$ cat config.mk
export PLATFORM = sky130hd
export DESIGN_NAME = arb_frame_controller
export DESIGN_NICKNAME = d
export VERILOG_FILES = /design/src/rtl/arb_pkg.sv /design/src/rtl/arb_frame_controller_rx_gap_timer.sv /design/src/rtl/arb_frame_controller.sv
export SDC_FILE = /design/constraint.sdc
export NUM_CORES = 1
export LEC_CHECK = 0
export BUFFER_PORTS_ARGS = -buffer_cell sky130_fd_sc_hd__buf_2
export CAP_MARGIN = 20
export CELL_PAD_IN_SITES_DETAIL_PLACEMENT = 0
export CELL_PAD_IN_SITES_GLOBAL_PLACEMENT = 1
export CORE_ASPECT_RATIO = 0.5
export CORE_MARGIN = 4
export CORE_UTILIZATION = 44
export CTS_BUF_LIST = sky130_fd_sc_hd__clkbuf_2 sky130_fd_sc_hd__clkbuf_4 sky130_fd_sc_hd__clkbuf_8
export CTS_CLUSTER_SIZE = 14
export DETAILED_ROUTE_END_ITERATION = 10
export PLACE_DENSITY = 0.9
export SYNTH_ARGS = -nofsm -noshare
export SYNTH_HDL_FRONTEND = slang
export SYNTH_SLANG_ARGS = --single-unit
$ cat constraint.sdc
create_clock -name clk -period 2.1 [get_ports clk]
set_input_delay 0.105 -clock clk [delete_from_list [all_inputs] [get_ports clk]]
set_output_delay 0.105 -clock clk [all_outputs]
set_load 0.02 [all_outputs]
$ cat src/rtl/arb_pkg.sv
// Shared constants, state encoding and response-frame helper for the
// arbitrage frame sequencer.
package arb_pkg;

    localparam logic [7:0] HDR_BYTE_DEF = 8'hAA;
    localparam logic [7:0] FTR_BYTE_DEF = 8'h55;

    localparam logic [1:0] ACT_NONE  = 2'd0;
    localparam logic [1:0] ACT_BUY_A = 2'd1;
    localparam logic [1:0] ACT_BUY_B = 2'd2;

    localparam int unsigned RESP_LEN = 5;

    typedef enum logic [3:0] {
        ST_IDLE     = 4'd0,
        ST_PA_HI    = 4'd1,
        ST_PA_LO    = 4'd2,
        ST_PB_HI    = 4'd3,
        ST_PB_LO    = 4'd4,
        ST_FOOTER   = 4'd5,
        ST_LAUNCH   = 4'd6,
        ST_WAIT_CMP = 4'd7,
        ST_TX_LOAD  = 4'd8,
        ST_TX_GAP   = 4'd9,
        ST_TX_WAIT  = 4'd10
    } state_e;

    // Byte idx of the response frame {HDR, action, profit_hi, profit_lo, FTR}.
    function automatic logic [7:0] resp_byte(
        input logic [2:0]  idx,
        input logic [1:0]  action,
        input logic [15:0] profit,
        input logic [7:0]  hdr,
        input logic [7:0]  ftr
    );
        logic [7:0] b;
        case (idx)
            3'd0:    b = hdr;
            3'd1:    b = {6'b000000, action};
            3'd2:    b = profit[15:8];
            3'd3:    b = profit[7:0];
            3'd4:    b = ftr;
            default: b = 8'h00;
        endcase
        return b;
    endfunction

endpackage

$ cat src/rtl/arb_frame_controller_rx_gap_timer.sv
// Inter-byte gap timer: counts enabled cycles since the last clear and
// saturates at TIMEOUT_CYC, where it reports expiry.
module rx_gap_timer #(
    parameter int unsigned TIMEOUT_CYC = 104160
) (
    input  logic clk,
    input  logic rst,
    input  logic clear,
    input  logic enable,
    output logic expired
);

    localparam int unsigned W = $clog2(TIMEOUT_CYC + 1);

    logic [W-1:0] count_q;
    logic [W-1:0] count_d;

    assign expired = (count_q == W'(TIMEOUT_CYC));

    // Next count: clear wins, then count up until saturation.
    always_comb begin
        count_d = count_q;
        if (clear) begin
            count_d = {W{1'b0}};
        end else if (enable && !expired) begin
            count_d = count_q + W'(1);
        end else begin
            count_d = count_q;
        end
    end

    // Count register with synchronous active-low reset.
    always_ff @(posedge clk) begin
        if (!rst) begin
            count_q <= {W{1'b0}};
        end else begin
            count_q <= count_d;
        end
    end

endmodule

$ cat src/rtl/arb_frame_controller.sv
// Frame sequencer: parses inbound price frames, launches one compare per
// accepted frame and serialises the response frame into the UART transmitter.
module arb_frame_controller
    import arb_pkg::*;
#(
    parameter int unsigned TIMEOUT_CYC = 104160,
    parameter logic [7:0]  HDR_BYTE    = HDR_BYTE_DEF,
    parameter logic [7:0]  FTR_BYTE    = FTR_BYTE_DEF
) (
    input  logic        clk,
    input  logic        rst,
    input  logic [7:0]  rx_data,
    input  logic        rx_valid,
    output logic [15:0] cmp_price_a,
    output logic [15:0] cmp_price_b,
    output logic        cmp_start,
    input  logic        cmp_done,
    input  logic [1:0]  cmp_action,
    input  logic [15:0] cmp_profit,
    output logic [7:0]  tx_data,
    output logic        tx_start,
    input  logic        tx_busy,
    output logic        frame_ok,
    output logic        frame_err,
    output logic        rx_drop
);

    state_e      state_q, state_d;
    logic [15:0] a_stage_q, a_stage_d;
    logic [15:0] b_stage_q, b_stage_d;
    logic [15:0] price_a_q, price_a_d;
    logic [15:0] price_b_q, price_b_d;
    logic [1:0]  action_q, action_d;
    logic [15:0] profit_q, profit_d;
    logic [2:0]  idx_q, idx_d;
    logic [7:0]  tx_data_q, tx_data_d;
    logic        tx_start_q, tx_start_d;
    logic        cmp_start_q, cmp_start_d;
    logic        frame_ok_q, frame_ok_d;
    logic        frame_err_q, frame_err_d;
    logic        rx_drop_q, rx_drop_d;

    logic        timer_clear_s;
    logic        timer_en_s;
    logic        timer_expired_s;
    logic        seq_busy_s;

    // Classify states: receive-phase states run the gap timer, the
    // compare/transmit states drop incoming bytes.
    always_comb begin
        timer_en_s = 1'b0;
        seq_busy_s = 1'b0;
        case (state_q)
            ST_PA_HI, ST_PA_LO, ST_PB_HI, ST_PB_LO, ST_FOOTER: timer_en_s = 1'b1;
            ST_LAUNCH, ST_WAIT_CMP, ST_TX_LOAD, ST_TX_GAP, ST_TX_WAIT: seq_busy_s = 1'b1;
            default: begin
                timer_en_s = 1'b0;
                seq_busy_s = 1'b0;
            end
        endcase
    end

    assign timer_clear_s = rx_valid | (state_q == ST_IDLE);

    rx_gap_timer #(
        .TIMEOUT_CYC(TIMEOUT_CYC)
    ) u_gap_timer (
        .clk     (clk),
        .rst     (rst),
        .clear   (timer_clear_s),
        .enable  (timer_en_s),
        .expired (timer_expired_s)
    );

    // Next-state and registered-output logic of the frame sequencer.
    always_comb begin
        state_d     = state_q;
        a_stage_d   = a_stage_q;
        b_stage_d   = b_stage_q;
        price_a_d   = price_a_q;
        price_b_d   = price_b_q;
        action_d    = action_q;
        profit_d    = profit_q;
        idx_d       = idx_q;
        tx_data_d   = tx_data_q;
        tx_start_d  = 1'b0;
        cmp_start_d = 1'b0;
        frame_ok_d  = 1'b0;
        frame_err_d = 1'b0;
        rx_drop_d   = rx_valid & seq_busy_s;

        case (state_q)
            ST_IDLE: begin
                if (rx_valid && (rx_data == HDR_BYTE)) begin
                    state_d = ST_PA_HI;
                end else begin
                    state_d = ST_IDLE;
                end
            end
            ST_PA_HI, ST_PA_LO, ST_PB_HI, ST_PB_LO, ST_FOOTER: begin
                if (rx_valid) begin
                    case (state_q)
                        ST_PA_HI: begin
                            a_stage_d[15:8] = rx_data;
                            state_d         = ST_PA_LO;
                        end
                        ST_PA_LO: begin
                            a_stage_d[7:0] = rx_data;
                            state_d        = ST_PB_HI;
                        end
                        ST_PB_HI: begin
                            b_stage_d[15:8] = rx_data;
                            state_d         = ST_PB_LO;
                        end
                        ST_PB_LO: begin
                            b_stage_d[7:0] = rx_data;
                            state_d        = ST_FOOTER;
                        end
                        default: begin
                            // Only an accepted footer publishes the staged prices.
                            if (rx_data == FTR_BYTE) begin
                                frame_ok_d  = 1'b1;
                                cmp_start_d = 1'b1;
                                price_a_d   = a_stage_q;
                                price_b_d   = b_stage_q;
                                state_d     = ST_LAUNCH;
                            end else begin
                                frame_err_d = 1'b1;
                                state_d     = ST_IDLE;
                            end
                        end
                    endcase
                end else if (timer_expired_s) begin
                    frame_err_d = 1'b1;
                    state_d     = ST_IDLE;
                end else begin
                    state_d = state_q;
                end
            end
            ST_LAUNCH: begin
                state_d = ST_WAIT_CMP;
            end
            ST_WAIT_CMP: begin
                if (cmp_done) begin
                    action_d = cmp_action;
                    profit_d = cmp_profit;
                    idx_d    = 3'd0;
                    state_d  = ST_TX_LOAD;
                end else begin
                    state_d = ST_WAIT_CMP;
                end
            end
            ST_TX_LOAD: begin
                if (!tx_busy) begin
                    tx_data_d  = resp_byte(idx_q, action_q, profit_q, HDR_BYTE, FTR_BYTE);
                    tx_start_d = 1'b1;
                    state_d    = ST_TX_GAP;
                end else begin
                    state_d = ST_TX_LOAD;
                end
            end
            ST_TX_GAP: begin
                // The transmitter raises tx_busy only one cycle after tx_start.
                state_d = ST_TX_WAIT;
            end
            ST_TX_WAIT: begin
                if (!tx_busy) begin
                    idx_d = idx_q + 3'd1;
                    if (idx_q == 3'(RESP_LEN - 1)) begin
                        state_d = ST_IDLE;
                    end else begin
                        state_d = ST_TX_LOAD;
                    end
                end else begin
                    state_d = ST_TX_WAIT;
                end
            end
            default: begin
                state_d = ST_IDLE;
            end
        endcase
    end

    // Sequencer state and output registers, synchronous active-low reset.
    always_ff @(posedge clk) begin
        if (!rst) begin
            state_q     <= ST_IDLE;
            a_stage_q   <= 16'h0000;
            b_stage_q   <= 16'h0000;
            price_a_q   <= 16'h0000;
            price_b_q   <= 16'h0000;
            action_q    <= ACT_NONE;
            profit_q    <= 16'h0000;
            idx_q       <= 3'd0;
            tx_data_q   <= 8'h00;
            tx_start_q  <= 1'b0;
            cmp_start_q <= 1'b0;
            frame_ok_q  <= 1'b0;
            frame_err_q <= 1'b0;
            rx_drop_q   <= 1'b0;
        end else begin
            state_q     <= state_d;
            a_stage_q   <= a_stage_d;
            b_stage_q   <= b_stage_d;
            price_a_q   <= price_a_d;
            price_b_q   <= price_b_d;
            action_q    <= action_d;
            profit_q    <= profit_d;
            idx_q       <= idx_d;
            tx_data_q   <= tx_data_d;
            tx_start_q  <= tx_start_d;
            cmp_start_q <= cmp_start_d;
            frame_ok_q  <= frame_ok_d;
            frame_err_q <= frame_err_d;
            rx_drop_q   <= rx_drop_d;
        end
    end

    assign cmp_price_a = price_a_q;
    assign cmp_price_b = price_b_q;
    assign cmp_start   = cmp_start_q;
    assign tx_data     = tx_data_q;
    assign tx_start    = tx_start_q;
    assign frame_ok    = frame_ok_q;
    assign frame_err   = frame_err_q;
    assign rx_drop     = rx_drop_q;

endmodule

Yosys cells after proc, flatten, opt, wreduce, memory -nomap -nowiden
Cells that the tools add are included.
Word-level totals
  register bits after elaboration: 118
  output and inout port bits: 45
Operators by class
  add/subtract/negate cells: 2
  bitwise operators: 7
  reductions and logical operators: 21
  eq/ne operators: 20
  muxes and demuxes: 22
Operator list (number)
  $pmux W8 S5: 1
  $pmux W4 S7: 1
  $mux W4: 5
  $add A17 B1 Y17 const B: 1
  $eq A17 B17 Y1 const B: 1
  $eq A4 B3 Y1 const B: 4
  $reduce_and A3 Y1: 5
  $eq A4 B4 Y1 const B: 3
  $pmux W3 S4: 1
  $mux W1: 10
  $reduce_or A5 Y1: 2
  $mux W3: 3
  $eq A4 B2 Y1 const B: 2
  $eq A8 B7 Y1 const B: 1
  $eq A8 B8 Y1 const B: 1
  $reduce_and A2 Y1: 4
  $reduce_or A7 Y1: 1
  $eq A3 B2 Y1 const B: 2
  $pmux W3 S2: 1
  $not A1 Y1: 5
  $eq A4 B1 Y1 const B: 1
  $logic_not A4 Y1: 1
  $ne A2 B2 Y1 const B: 2
  $reduce_and A4 Y1: 1
  other kinds (12): 13

Logic depth before layout (Yosys ltp)
Gate-level depths: netlist of run 1.
  depth in word-level cells: 5
  depth in mapped cells: 8
  mapped depth without buffers: 6

By module
From an unflattened synthesis of run 1, not the netlist that was laid out.
Unflattened totals
  cells, all modules: 556
  area, all modules: 4931.0 µm²
Modules (own cells, without submodules)
  arb_frame_controller: instances 1, sequential area each 2021.9 µm², cells each 458, area each 4075.2 µm²
  rx_gap_timer: instances 1, sequential area each 340.3 µm², cells each 98, area each 855.8 µm²

Least setup slack after synthesis of run 1
OpenSTA, ideal clock, no wires.
  path kind: register -> register
  start point: register u_gap_timer.count_q[3]
  end point: register state_q[1]
  stages on the path, launching flop included: 6
  setup slack: 206 ps
  path buffers: 0
  arrival time: 1774 ps
  library setup time: 120 ps
  cell sequence: dfxtp_1 or4_1 or3_4 o21ai_4 nor3_2 o31a_1
Between the ends
  cells in the longest elaborated chain, start to end: 2
RTL lines
  start: declaration: line arb_frame_controller_rx_gap_timer.sv:15  | logic [W-1:0] count_q;
  start signal: assignment: line arb_frame_controller_rx_gap_timer.sv:35  | count_q <= {W{1'b0}};
  start signal: assignment: line arb_frame_controller_rx_gap_timer.sv:37  | count_q <= count_d;
  $eq A17 B17 Y1: line arb_frame_controller_rx_gap_timer.sv:18  | assign expired = (count_q == W'(TIMEOUT_CYC));
  $ne A3 B2 Y1 (no line)
  end signal: assignment: line arb_frame_controller.sv:202  | state_q <= state_d;
  end: declaration: line arb_frame_controller.sv:28  | state_e state_q, state_d;
Every way passes these cells.
A chain may end at the register's enable or synchronous reset.

Worst setup path in the final report of run 1
Same ends and word-level chain as after synthesis.

==> results of run 1 <==
[final cells by class]
type	count	area (µm²)	share of cell area
timing repair buffer	115	756	0.122
tap	145	181	0.0292
clock inverter	12	126	0.0204
inverter	6	22.5	0.00363
multi-input combinational	406	2490	0.401
sequential	118	2360	0.380
clock buffer	20	269	0.0433
[registers in the layout, summed over array words and instances (netlist names), 3 cells and up]
| name | flops |
|---|---|
| u_gap_timer.count_q | 17 |
| state_q | 4 |
| tx_data | 8 |
| cmp_price_a | 16 |
| b_stage_q | 16 |
| a_stage_q | 16 |
| cmp_price_b | 16 |
| profit_q | 16 |
| idx_q | 3 |
[per-stage QoR]
| stage | setup slack [ps] | std cells | utilization | area [µm²] | hold slack [ps] |
|---|---|---|---|---|---|
| after global placement | 136 | 768 | 0.505 | 5590 | 357 |
| after detailed placement | 106 | 768 | 0.505 | 5590 | 364 |
| after floorplan | 206 | 567 | - | 5020 | 250 |
| final | 87.2 | 822 | 0.560 | 6210 | 23.6 |
| after CTS | 92.3 | 822 | 0.560 | 6210 | 3.89 |
| after global routing | 45.9 | 822 | 0.560 | 6210 | 2.61 |
[critical path: cells and delay by family, from the launching register on]
kind,cells,cell delay [ps]
AND/OR/NAND/NOR,3,1010
AO/OA/AOI/OAI,2,540
flip-flops,1,350
[layout by cell type, fill, tap and decap left out, types with 5 or more instances in the layout]
cell type / Yosys / routed
clkbuf_8: 0 / 19
nor2b_1: 31 / 31
mux2i_1: 24 / 24
a21boi_0: 59 / 59
xor2_1: 9 / 9
o211a_1: 8 / 8
dfxtp_1: 118 / 118
nand3_1: 18 / 18
nor2_1: 21 / 21
inv_1: 6 / 6
nand4_1: 6 / 6
buf_4: 1 / 16
buf_2: 6 / 75
clkinv_2: 0 / 5
ha_1: 7 / 7
a21oi_1: 15 / 15
nand2_1: 131 / 131
dlygate4sd3_1: 0 / 22
[worst max path at each step]
| stage | from | slack (ps) | endpoint |
|---|---|---|---|
| 5_1_grt | u_gap_timer.count_q[3] | 50 | state_q[1] |
| 3_3_place_gp | u_gap_timer.count_q[3] | 140 | state_q[1] |
| 3_5_place_dp | u_gap_timer.count_q[3] | 110 | state_q[1] |
| 6_report | u_gap_timer.count_q[3] | 90 | state_q[1] |
| 4_1_cts | u_gap_timer.count_q[3] | 90 | state_q[1] |
| 2_1_floorplan | u_gap_timer.count_q[3] | 210 | state_q[1] |
[routing by layer]
layer	routed length [µm]	track usage
met1	5670	0.227
met2	5260	0.290
met5	0	0
met3	507	0.0592
met4	144	0.0606
[kinds of logic after synthesis]
family,count (synthesis)
AOI/OAI and AO/OA,111
xor gates and xnor gates,13
adders and majority gates,7
buffers and inverters,43
DFF,118
muxes,24
and+or+nand+nor,251
[power groups by stage]
stage                     Sequential [mW]  Clock (mW)  Combinational, mW
after floorplan                      2.29           0             0.0538
after global placement               2.29           0              0.112
after detailed placement             2.29           0              0.112
after CTS                            2.24        2.11              0.144
after global routing                 2.24        2.22              0.156
final                                2.24        2.07              0.144
==> metrics.cfg, run 1 <==
[synth]
synthXorXnorAreaFrac=0.0227
synth.top_cell.area_share=0.470
synth_cells=567
yosys_most_used_dff=dfxtp_1
synth_area_um2=5020
muxShareOfSynthArea=0.0478
synth_compound_area_frac=0.164
synth-simple-area-share=0.243
synth.most_common_cell=nand2_1
synth_top_family_by_area=simple AND/OR/NAND/NOR gates
synth_edf_count=0
synth_cell_types=55
yosysTopAreaCell=dfxtp_1
async_flop_share=0
ys_top_cells_by_area=dfxtp_1 (47%), nand2_1 (9.8%), a21boi_0 (8.8%)
synth_fa_ha_area_frac=0.0174
syn_avg_cell_area_um2=8.86
syn_nets=605
yosys_warnings=0
ys_top_cells_by_count=nand2_1 (131), dfxtp_1 (118), a21boi_0 (59)
ys_seq_area_frac=0.470
synth-seq-cells=118

[worst_setup_path]
r2r_cells=5
crit_path_top_delay_cell=or4_1
end_kind=register
required_ps=2410
start_kind=register
crit_type=register to register
max_stage_delay_ps=530
critPathMaxFanout=10
r2r-start=u_gap_timer.count_q[3]
crit_arrival_ps=2320
timing.rr.end=state_q[1]
worstPathCellList=or4_1, or3_4, o21ai_4, nor3_2, o31a_1
r2r_slack_ps=90

[grt]
grt_max_degree=68
grt_pass1_wl_um=19700
antenna_found_initial=0
grt_use_total=0.180
grt_pass1_vias=4095
overflow=0

[pwr]
power.switching_fraction=0.226
pwr-share-seq=0.503
p_leak_nw=2.49
power_mw=4.45
pwr-share-comb=0.032
internal_power_mw=3.44
switchingPower_mw=1.00
power.density_nw_per_um2=716
vdd_drop_max_uv=327
pwr-share-clk=0.465

[die]
die_area_um2=13300
die_h_um=83.5
rows=27
boundaryPins=76
die_w_um=159
core_um2=11100
initial_core_util=0.453

[timing]
min_period_over_period=0.958
slew-limit-headroom=0.652
layout_min_cycle_time_ps=2010
setup-tns-final_ps=0
tightest_slew_ps=523
slew_viol_final=0
timing.fmax_mhz=497
skew_ps=9.55
hold_violations=0
report.final.setup_viol=0
rsz0062_at_grt=false

[detailed_routing]
routedWlPerCell_um=14.1
vias=4209
drt_iter0_drc=240
drt-total-wl_um=11600
drc=0
viasPerCell=5.12
first_pass_iters=5
ant_nets=0

[finish]
drive_gt1_frac=0.199
areaGrowthSynthToFinish_pct=23.6
nFillCells=1032
final_net_count=702
n_antenna_cell=0

[place]
hpwlAfterDp_um=7600
io_buffers=75
gp_congestion=0.845

[min_path]
holdCritPathClass=input pin to register
hold_start=rx_data[0]
holdPathStages=3
worstHoldEndpoint=a_stage_q[0]

[cts]
cts_tree=yes
cts_max_level=4
cts_resized=0
postCtsSetupBuffers=0
hold_buffers=22
path_clk_slew_ps=70
clock-sinks=118
root_buffer=clkbuf_8
cts_buffers=17
clock_latency_ps=430
ctsLongestPathBuffers=2

[outcome]
status=completed

[job]
drv.max_cap_violation_count=0

Power figures use the tool's default switching activity.
==> inputs of run 2 (changes only) <==
--- a/config.mk
+++ b/config.mk
@@ -11,11 +11,11 @@
 export CELL_PAD_IN_SITES_GLOBAL_PLACEMENT = 1
 export CORE_ASPECT_RATIO = 0.5
 export CORE_MARGIN = 4
-export CORE_UTILIZATION = 44
+export CORE_UTILIZATION = 48
 export CTS_BUF_LIST = sky130_fd_sc_hd__clkbuf_2 sky130_fd_sc_hd__clkbuf_4 sky130_fd_sc_hd__clkbuf_8
 export CTS_CLUSTER_SIZE = 14
 export DETAILED_ROUTE_END_ITERATION = 10
-export PLACE_DENSITY = 0.9
+export PLACE_DENSITY = 0.95
 export SYNTH_ARGS = -nofsm -noshare
 export SYNTH_HDL_FRONTEND = slang
 export SYNTH_SLANG_ARGS = --single-unit
==> constraint.sdc (replaced) <==
create_clock -name clk -period 2.5 [get_ports clk]
set_input_delay 0.125 -clock clk [delete_from_list [all_inputs] [get_ports clk]]
set_output_delay 0.125 -clock clk [all_outputs]
set_load 0.02 [all_outputs]
==> metrics.cfg, run 2 (synthesized netlist as in run 1, its figures left out) <==
[outcome]
status=completed

[cts]
cts_buffers=17
cts_max_level=4
cts_tree=yes
path_clk_slew_ps=70
clock_latency_ps=430
postCtsSetupBuffers=0
clock-sinks=118
root_buffer=clkbuf_8
ctsLongestPathBuffers=2

[worst_setup_path]
crit_arrival_ps=2400
start_kind=register
r2r_cells=6
cp_common_cell=nand2_1
cp_top_family=simple AND/OR/NAND/NOR gates
r2r-start=state_q[2]
end_kind=register
crit_buf_inv=1
crit_path_top_delay_cell=dfxtp_1
worstPathCellList=nor2b_1, nand2_1, or3_1, buf_4, nand2_1, a21boi_0
critPathMaxFanout=22
max_stage_delay_ps=520
r2r_slack_ps=410
timing.rr.end=cmp_price_b[8]
crit_type=register to register
required_ps=2810

[timing]
setup-tns-final_ps=0
layout_min_cycle_time_ps=2090
skew_ps=14.9
report.final.setup_viol=0
timing.fmax_mhz=479
worst_slack_ps=411
min_period_over_period=0.835
slew_viol_final=0
hold_violations=0
rsz0062_at_grt=false
slew-limit-headroom=0.480
tightest_slew_ps=773

[detailed_routing]
drt-total-wl_um=11300
routedWlPerCell_um=14.0
first_pass_iters=5
vias=4117
drc=0
ant_nets=0
drt_iter0_drc=259
viasPerCell=5.12

[place]
place_area_um2=5520
dp_slack_ps=424
gp_congestion=0.823
io_buffers=75
dp.cells=757
hpwlAfterDp_um=7540

[pwr]
p_leak_nw=2.41
vdd_drop_max_uv=255
power.density_nw_per_um2=588

[grt]
antenna_found_initial=0
grt_pass1_vias=4031
grt_max_degree=66
grt_pass1_wl_um=19200
grt_use_total=0.192
overflow=0

[finish]
areaGrowthSynthToFinish_pct=20.4
n_antenna_cell=0
largest_register_ffs=17
final_common_cell=nand2_1
final_cell_mix=nand2_1 (131), dfxtp_1 (118), buf_2 (75), a21boi_0 (59), nor2b_1 (31)
drive_gt1_frac=0.190
instances_no_fill=804
max_flop_register=u_gap_timer.count_q
post-route-cell-area_um2=6050
final_net_count=692

[die]
die_h_um=80.3
die_area_um2=12300
boundaryPins=76
die_w_um=153
core_um2=10200
rows=26
initial_core_util=0.492

[min_path]
hold_start=rx_data[7]
worstHoldEndpoint=a_stage_q[7]
holdCritPathClass=input pin to register
holdPathStages=3

[job]
drv.max_cap_violation_count=0

==> run 2: per-layer routing <==
metal | global-route usage | vias up | part of all wire
li1 | - | 2106 | -
met1 | 0.250 | 1906 | 0.50
met2 | 0.315 | 93 | 0.44
met3 | 0.0468 | 12 | 0.048
met4 | 0.0684 | 0 | 0.012
met5 | 0 | - | 0
==> run 2: timing repair <==
action | 4_1_cts | 5_1_grt
endpoints found under the hold margin | 18 | 0
gates resized for setup | 0 | 0
hold buffers | 18 | 0
==> run 2: tightest hold or removal path, stage by stage <==
cell      delay [ps]
buf_2            140
nand3_1           70
a21boi_0          70
==> run 2: report_power, final <==
part / internal (mW) / switching [mW]
clock network: 0.825 / 0.739
registers: 1.88 / 0.0000929
logic: 0.0614 / 0.0544
total: 2.77 / 0.793
==> run 2: area by class of cell <==
cell class | instances | area, µm²
Fill cell | 916 | 4170
Multi-Input combinational cell | 406 | 2490
Sequential cell | 118 | 2360
Timing Repair Buffer | 105 | 646
Clock buffer | 20 | 269
Tap cell | 140 | 175
Clock inverter | 9 | 81.3
Inverter | 6 | 22.5
==> run 2: worst max path at each step <==
stage / start / end / slack [ps] / cells after the start
3_3_place_gp: state_q[2] / cmp_price_a[8] / 540 / 6
3_5_place_dp: state_q[2] / cmp_price_b[8] / 420 / 6
2_1_floorplan: u_gap_timer.count_q[3] / state_q[1] / 610 / 5
5_1_grt: state_q[2] / cmp_price_b[15] / 270 / 6
4_1_cts: state_q[2] / cmp_price_b[8] / 420 / 6
6_report: state_q[2] / cmp_price_b[8] / 410 / 6
==> run 2: per-stage QoR <==
| step | utilization | total power, mW | hold slack, ps |
|---|---|---|---|
| finish | 0.592 | 3.56 | 31.0 |
| global route | 0.592 | 3.69 | 25.3 |
| CTS | 0.592 | 3.59 | 13.0 |
| detailed placement | 0.540 | 2.02 | 386 |
| global placement | 0.540 | 2.02 | 379 |
| floorplan | - | 1.97 | 270 |
